$ cat src/rtl/mem_cycle_ctrl_pkg.sv
// mem_cycle_ctrl_pkg: state encoding and timer sizing helpers shared by the SRAM cycle controller
package mem_cycle_ctrl_pkg;

    typedef enum logic [1:0] {
        S_IDLE,
        S_SETUP,
        S_PULSE,
        S_HOLD
    } state_t;

    function automatic int max3(input int a, input int b, input int c);
        return (a > b) ? ((a > c) ? a : c) : ((b > c) ? b : c);
    endfunction

    // A phase of n cycles loads n-1, so clog2(n) bits suffice; never narrower than 1 bit.
    function automatic int timer_width(input int n);
        return (n < 2) ? 1 : $clog2(n);
    endfunction

endpackage

$ cat src/rtl/mem_cycle_ctrl_timer.sv
// mem_cycle_ctrl_timer: loadable down-counter that times each controller phase
//   i_clk    clock, rising edge
//   i_rst_n  asynchronous active-low reset
//   i_load   load i_value this cycle (takes priority over counting)
//   i_value  reload value (phase length minus one)
//   o_zero   counter is at zero (final cycle of the phase)
//   o_one    counter is at one (next cycle is the final one)
module mem_cycle_ctrl_timer #(
    parameter int W = 1
) (
    input  logic         i_clk,
    input  logic         i_rst_n,
    input  logic         i_load,
    input  logic [W-1:0] i_value,
    output logic         o_zero,
    output logic         o_one
);

    logic [W-1:0] r_cnt;

    always_ff @(posedge i_clk or negedge i_rst_n) begin
        if (!i_rst_n)
            r_cnt <= '0;
        else if (i_load)
            r_cnt <= i_value;
        else if (r_cnt != '0)
            r_cnt <= r_cnt - W'(1);
    end

    assign o_zero = (r_cnt == '0);
    assign o_one  = (r_cnt == W'(1));

endmodule

$ cat src/rtl/mem_cycle_ctrl.sv
// mem_cycle_ctrl: async-SRAM read/write cycle controller with programmable setup/strobe/hold and bursts
//   i_clk, i_rst_n       clock (rising edge), asynchronous active-low reset
//   i_read, i_write      request levels; exactly one high starts a burst
//   i_addr_in            burst start address, sampled when a burst starts
//   i_wdata              write data, sampled on entry to each SETUP phase
//   i_sram_dq_in         data returned by the SRAM
//   o_sram_addr/o_sram_dq  SRAM address and write data
//   o_de, o_nwe, o_noe   bus drive enable, write strobe (low), output enable (low)
//   o_latch, o_count     burst-start pulse, last-HOLD pulse (address advances)
//   o_writing/o_reading  burst in progress flags
//   o_rdata              captured read data
//   o_done, o_err        beat-complete pulse, conflicting-request pulse
module mem_cycle_ctrl
    import mem_cycle_ctrl_pkg::*;
#(
    parameter int AW        = 16,
    parameter int DW        = 8,
    parameter int SETUP_CYC = 1,
    parameter int PULSE_CYC = 1,
    parameter int HOLD_CYC  = 1,
    parameter int BURST_MAX = 0
) (
    input  logic          i_clk,
    input  logic          i_rst_n,
    input  logic          i_read,
    input  logic          i_write,
    input  logic [AW-1:0] i_addr_in,
    input  logic [DW-1:0] i_wdata,
    input  logic [DW-1:0] i_sram_dq_in,
    output logic [AW-1:0] o_sram_addr,
    output logic [DW-1:0] o_sram_dq,
    output logic          o_de,
    output logic          o_nwe,
    output logic          o_noe,
    output logic          o_latch,
    output logic          o_count,
    output logic          o_writing,
    output logic          o_reading,
    output logic [DW-1:0] o_rdata,
    output logic          o_done,
    output logic          o_err
);

    if (SETUP_CYC < 1 || PULSE_CYC < 1 || HOLD_CYC < 1) begin : g_bad_cyc
        $error("mem_cycle_ctrl: SETUP_CYC, PULSE_CYC and HOLD_CYC must all be >= 1");
    end

    localparam int TW = timer_width(max3(SETUP_CYC, PULSE_CYC, HOLD_CYC));
    localparam logic [TW-1:0] SETUP_LD = TW'(SETUP_CYC - 1);
    localparam logic [TW-1:0] PULSE_LD = TW'(PULSE_CYC - 1);
    localparam logic [TW-1:0] HOLD_LD  = TW'(HOLD_CYC - 1);

    state_t        r_state;
    logic [31:0]   r_beats;
    logic [AW-1:0] r_sram_addr;
    logic [DW-1:0] r_sram_dq;
    logic [DW-1:0] r_rdata;
    logic          r_de;
    logic          r_nwe;
    logic          r_noe;
    logic          r_latch;
    logic          r_count;
    logic          r_writing;
    logic          r_reading;
    logic          r_done;
    logic          r_err;

    logic          w_req_one;
    logic          w_more;
    logic          w_load;
    logic [TW-1:0] w_load_val;
    logic          w_zero;
    logic          w_one;

    assign w_req_one  = i_read ^ i_write;
    // Same mode still requested, other mode quiet, and the beat limit not yet reached.
    assign w_more     = (r_writing ? (i_write & ~i_read) : (i_read & ~i_write)) &
                        ((BURST_MAX == 0) || (r_beats < 32'(BURST_MAX)));
    assign w_load     = (r_state == S_IDLE) ? w_req_one : w_zero;
    // A HOLD exit always loads the SETUP length; if the burst ends the idle timer is simply ignored.
    assign w_load_val = (r_state == S_SETUP) ? PULSE_LD :
                        (r_state == S_PULSE) ? HOLD_LD  : SETUP_LD;

    mem_cycle_ctrl_timer #(.W(TW)) u_timer (
        .i_clk   (i_clk),
        .i_rst_n (i_rst_n),
        .i_load  (w_load),
        .i_value (w_load_val),
        .o_zero  (w_zero),
        .o_one   (w_one)
    );

    always_ff @(posedge i_clk or negedge i_rst_n) begin
        if (!i_rst_n) begin
            r_state     <= S_IDLE;
            r_beats     <= '0;
            r_sram_addr <= '0;
            r_sram_dq   <= '0;
            r_rdata     <= '0;
            r_de        <= 1'b0;
            r_nwe       <= 1'b1;
            r_noe       <= 1'b1;
            r_latch     <= 1'b0;
            r_count     <= 1'b0;
            r_writing   <= 1'b0;
            r_reading   <= 1'b0;
            r_done      <= 1'b0;
            r_err       <= 1'b0;
        end else begin
            r_latch <= 1'b0;
            r_count <= 1'b0;
            r_done  <= 1'b0;
            r_err   <= 1'b0;
            case (r_state)
                S_IDLE: begin
                    r_err <= i_read & i_write;
                    if (w_req_one) begin
                        r_state     <= S_SETUP;
                        r_sram_addr <= i_addr_in;
                        r_sram_dq   <= i_wdata;
                        r_writing   <= i_write;
                        r_reading   <= i_read;
                        r_de        <= i_write;
                        r_latch     <= 1'b1;
                        r_beats     <= 32'd1;
                    end
                end
                S_SETUP: begin
                    if (w_zero) begin
                        r_state <= S_PULSE;
                        r_nwe   <= ~r_writing;
                        r_noe   <= ~r_reading;
                    end
                end
                S_PULSE: begin
                    if (w_zero) begin
                        r_state <= S_HOLD;
                        r_nwe   <= 1'b1;
                        r_noe   <= 1'b1;
                        r_count <= (HOLD_CYC == 1);
                        if (r_reading)
                            r_rdata <= i_sram_dq_in;
                    end
                end
                S_HOLD: begin
                    if (w_zero) begin
                        r_sram_addr <= r_sram_addr + AW'(1);
                        r_done      <= 1'b1;
                        if (w_more) begin
                            r_state   <= S_SETUP;
                            r_sram_dq <= i_wdata;
                            r_beats   <= r_beats + 32'd1;
                        end else begin
                            r_state   <= S_IDLE;
                            r_de      <= 1'b0;
                            r_writing <= 1'b0;
                            r_reading <= 1'b0;
                        end
                    end else begin
                        // count is registered, so raise it one cycle ahead of the final HOLD cycle
                        r_count <= w_one;
                    end
                end
                default: r_state <= S_IDLE;
            endcase
        end
    end

    assign o_sram_addr = r_sram_addr;
    assign o_sram_dq   = r_sram_dq;
    assign o_de        = r_de;
    assign o_nwe       = r_nwe;
    assign o_noe       = r_noe;
    assign o_latch     = r_latch;
    assign o_count     = r_count;
    assign o_writing   = r_writing;
    assign o_reading   = r_reading;
    assign o_rdata     = r_rdata;
    assign o_done      = r_done;
    assign o_err       = r_err;

endmodule

$ cat config.mk
export PLATFORM = sky130hd
export DESIGN_NAME = mem_cycle_ctrl
export DESIGN_NICKNAME = d
export VERILOG_FILES = /design/src/rtl/mem_cycle_ctrl_pkg.sv /design/src/rtl/mem_cycle_ctrl_timer.sv /design/src/rtl/mem_cycle_ctrl.sv
export SDC_FILE = /design/constraint.sdc
export NUM_CORES = 1
export LEC_CHECK = 0
export BUFFER_PORTS_ARGS = -buffer_cell sky130_fd_sc_hd__buf_4
export CAP_MARGIN = 20
export CORE_MARGIN = 4
export CORE_UTILIZATION = 50
export CTS_CLUSTER_DIAMETER = 30
export DETAILED_ROUTE_END_ITERATION = 8
export PLACE_DENSITY = 0.8
export SYNTH_ARGS = -nofsm -noshare
export SYNTH_HDL_FRONTEND = slang
export SYNTH_HIERARCHICAL = 1
export SYNTH_SLANG_ARGS = --single-unit
$ cat constraint.sdc
create_clock -name i_clk -period 2.3 [get_ports i_clk]
set_input_delay 0.23 -clock i_clk [delete_from_list [all_inputs] [get_ports i_clk]]
set_output_delay 0.23 -clock i_clk [all_outputs]
set_load 0.02 [all_outputs]
==> flow_summary_export.csv <==
group,metric,value,unit
synth,yosysWarningCount,6,
layout,final_util,68.25,%
setup_path,reg2reg_from,"r_state[1]",
layout,fin_nets,328,
synth,netlist_top_cells_count,"dfrtp_1 (41), mux2_2 (17), nor2_1 (12)",
synth,yosysMostFrequentCell,"dfrtp_1",
synth,synth_top_cell_by_area,"dfrtp_1",
drt,first_pass_iters,5,
sta,timing.hold.ws,0.1665,ns
cts,htree_levels,2,
synth,syn_inst,205,
outcome,status,"complete, no violations",
placed_design,io_buffers,76,
floorplanning,die_y,74.99,µm
placed_design,placed_cell_area,0.002844,mm²
synth,synth_edf_count,0,
cts,clk_pin_slew_worst_paths,0.08,ns
placed_design,dp.cells,327,
global_routing,antenna_found_initial,0,
synth,ys.flop_type,"dfrtp_1",
setup_path,worstSetupEndpointType,"register",
synth,ys_async_sr_fraction,100.0,%
cts,clockRootBuffer,"clkbuf_8",
worst_hold_path,worstHoldPathType,"in2reg",
pwr,ir_drop,0.8612,mV
sta,setup_tns,0,ns
floorplanning,dieArea,0.005623,mm²
cts,cts_setup_buffers,0,
placed_design,finalWeightedCongestion,0.8253,
synth,syn_nets,250,
synth,yosysSeqAreaShare,48.08,%
global_routing,grt_pass1_vias,1873,
cts,cts_resized,0,
setup_path,cp-startpoint,"r_state[1]",
synth,avgSynthCellArea,10.94,µm²
global_routing,grt_max_degree,44,
layout,fill_cells,353,
floorplanning,core_area,0.004354,mm²
sta,fin_ws,0.3603,ns
layout,stdcell_area,0.002972,mm²
setup_path,crit_fanout,9,
setup_path,critical_path_class,"reg2reg",
sta,slew_viol_final,0,
synth,synth_cell_types,47,
cts,clkSinkCount,43,
sta,timing.slew.headroom,63.48,%
setup_path,crit_slowest_cell,"dfrtp_1",
pwr,power_density,1532,mW/mm²
layout,instances_no_fill,336,
setup_path,required,2.48,ns
global_routing,track_usage,19.89,%
setup_path,start_kind,"register",
setup_path,max_stage_delay,0.43,ns
floorplanning,pin_count,77,
sta,skew,0.003368,ns
sta,hold_viol,0,
global_routing,grt_pass1_wl,8542,µm
setup_path,cp_cell_sequence,"inv_1 -> ha_1 -> nand2_1 -> nand2_4 -> a21oi_4 -> mux2_2",
global_routing,grt_overflow,0,
sta,max_freq,515.6,MHz
layout,drive_gt1_share,41.20,%
layout,diodes,0,
layout,syn_to_final_growth,32.46,%
drt,via_count,1897,
synth,yosys.area.top_type_share,45.73,%
drt,drtIter0Drc,128,
synth,synth_area,0.002243,mm²
cts,ctsHoldBuffers,1,
sta,setup_viol,0,
floorplanning,initial_core_util,51.52,%
pwr,power.leakage,1.367,nW
worst_hold_path,hp-start,"i_sram_dq_in[5]",
sta,tightest_slew,0.5326,ns
floorplanning,die_w,74.99,µm
flow_run,maxCapViolCount,0,
sta,fin_crit_sh,84.33,%
cts,cts_buffer_depth,2,
setup_path,worstPathArrival,2.12,ns
placed_design,dp_slack,0.3575,ns
sta,fin_crit,1.940,ns
cts,cts_buffers,5,
synth,ys_ff_latch,43,
drt,antenna_left,0,
drt,vias_per_cell,5.646,
pwr,p_total,4.552,mW
drt,wl_per_cell,16.23,µm
synth,synth_area_leaders,"dfrtp_1 (46%), mux2_2 (8.5%), ha_1 (5.0%)",
floorplanning,rows,24,
placed_design,hpwl,3931,µm
drt,drc,0,
drt,wl,5452,µm
sta,rsz0062_at_grt,"false",
cts,clock_latency,0.29,ns
cts,cts_tree,"done",
## power by group
part,leakage (nW),total (mW),switching (mW),internal [mW]
Clock,0.0612,0.609,0.258,0.352
Combinational,0.803,2.48,1.36,1.12
Sequential,0.503,1.47,0.338,1.13
## routing by layer
layer / routed length, µm / vias up / track usage [%]
met4: 56 / 0 / 6.126
li1: - / 912 / -
met3: 512 / 6 / 7.877
met5: 0 / - / 0
met2: 2602 / 76 / 31.24
met1: 2281 / 903 / 25.34
## flip-flops by register name, indices dropped and copies added (netlist names)
register       count
o_sram_addr       16
o_rdata            8
o_sram_dq          8
r_state            2
o_count            1
o_done             1
o_err              1
o_latch            1
o_noe              1
o_nwe              1
o_reading          1
o_writing          1
u_timer/o_one      1
## area by class of cell
class | instances | area, µm² | area share [%]
Sequential cell | 43 | 1079 | 36.29
Multi-Input combinational cell | 144 | 1074 | 36.13
Timing Repair Buffer | 80 | 603.1 | 20.29
Clock buffer | 6 | 82.58 | 2.779
Tap cell | 52 | 65.06 | 2.189
Clock inverter | 2 | 35.03 | 1.179
Inverter | 9 | 33.78 | 1.137
## cells in the final DEF (no fill, tap or decap), drive strengths merged, types with 3 or more instances in the layout
master	n
dfrtp	41
clkbuf	6
nor2	12
and4	4
and3	4
nand4	6
a21oi	9
ha	9
nand2	11
mux2	18
nand3	6
mux2i	3
and2	6
o32ai	5
inv	9
a211oi	4
o22ai	6
buf	79
nor3	9
o21ai	8
## path summary, 6_finish.rpt
path                       slack (ns)  cells past startpoint               to
hold reg to reg                  0.51                      1       o_rdata[4]
setup reg to reg                 0.36                      6     o_sram_dq[6]
min in group asynchronous        0.46                      2  o_sram_addr[10]
setup / recovery                 0.36                      6     o_sram_dq[6]
hold / removal                   0.17                      2       o_rdata[5]
max in group asynchronous        1.46                      2            o_noe
## logic make-up (layout without fill, tap and decap cells)
group                    Yosys count  after routing  synth area share (%)
adder cells (fa/ha/maj)            9              9                 5.020
AO/OA/AOI/OAI                     46             46                 15.34
multiplexers                      21             21                 10.54
AND/OR/NAND/NOR                   67             67                 16.79
buffers and inverters             18             97                 4.071
other                              1              1                0.1672
flip-flops                        43             43                 48.08
## critical path, delay by kind of cell (launching register included)
kind,cells,cell delay [ns]
buffers and inverters,1,0.10
flip-flops,1,0.43
multiplexers,1,0.37
adder cells (fa/ha/maj),1,0.23
AO/OA/AOI/OAI,1,0.28
AND/OR/NAND/NOR,2,0.41
Power figures use the tool's default switching activity.
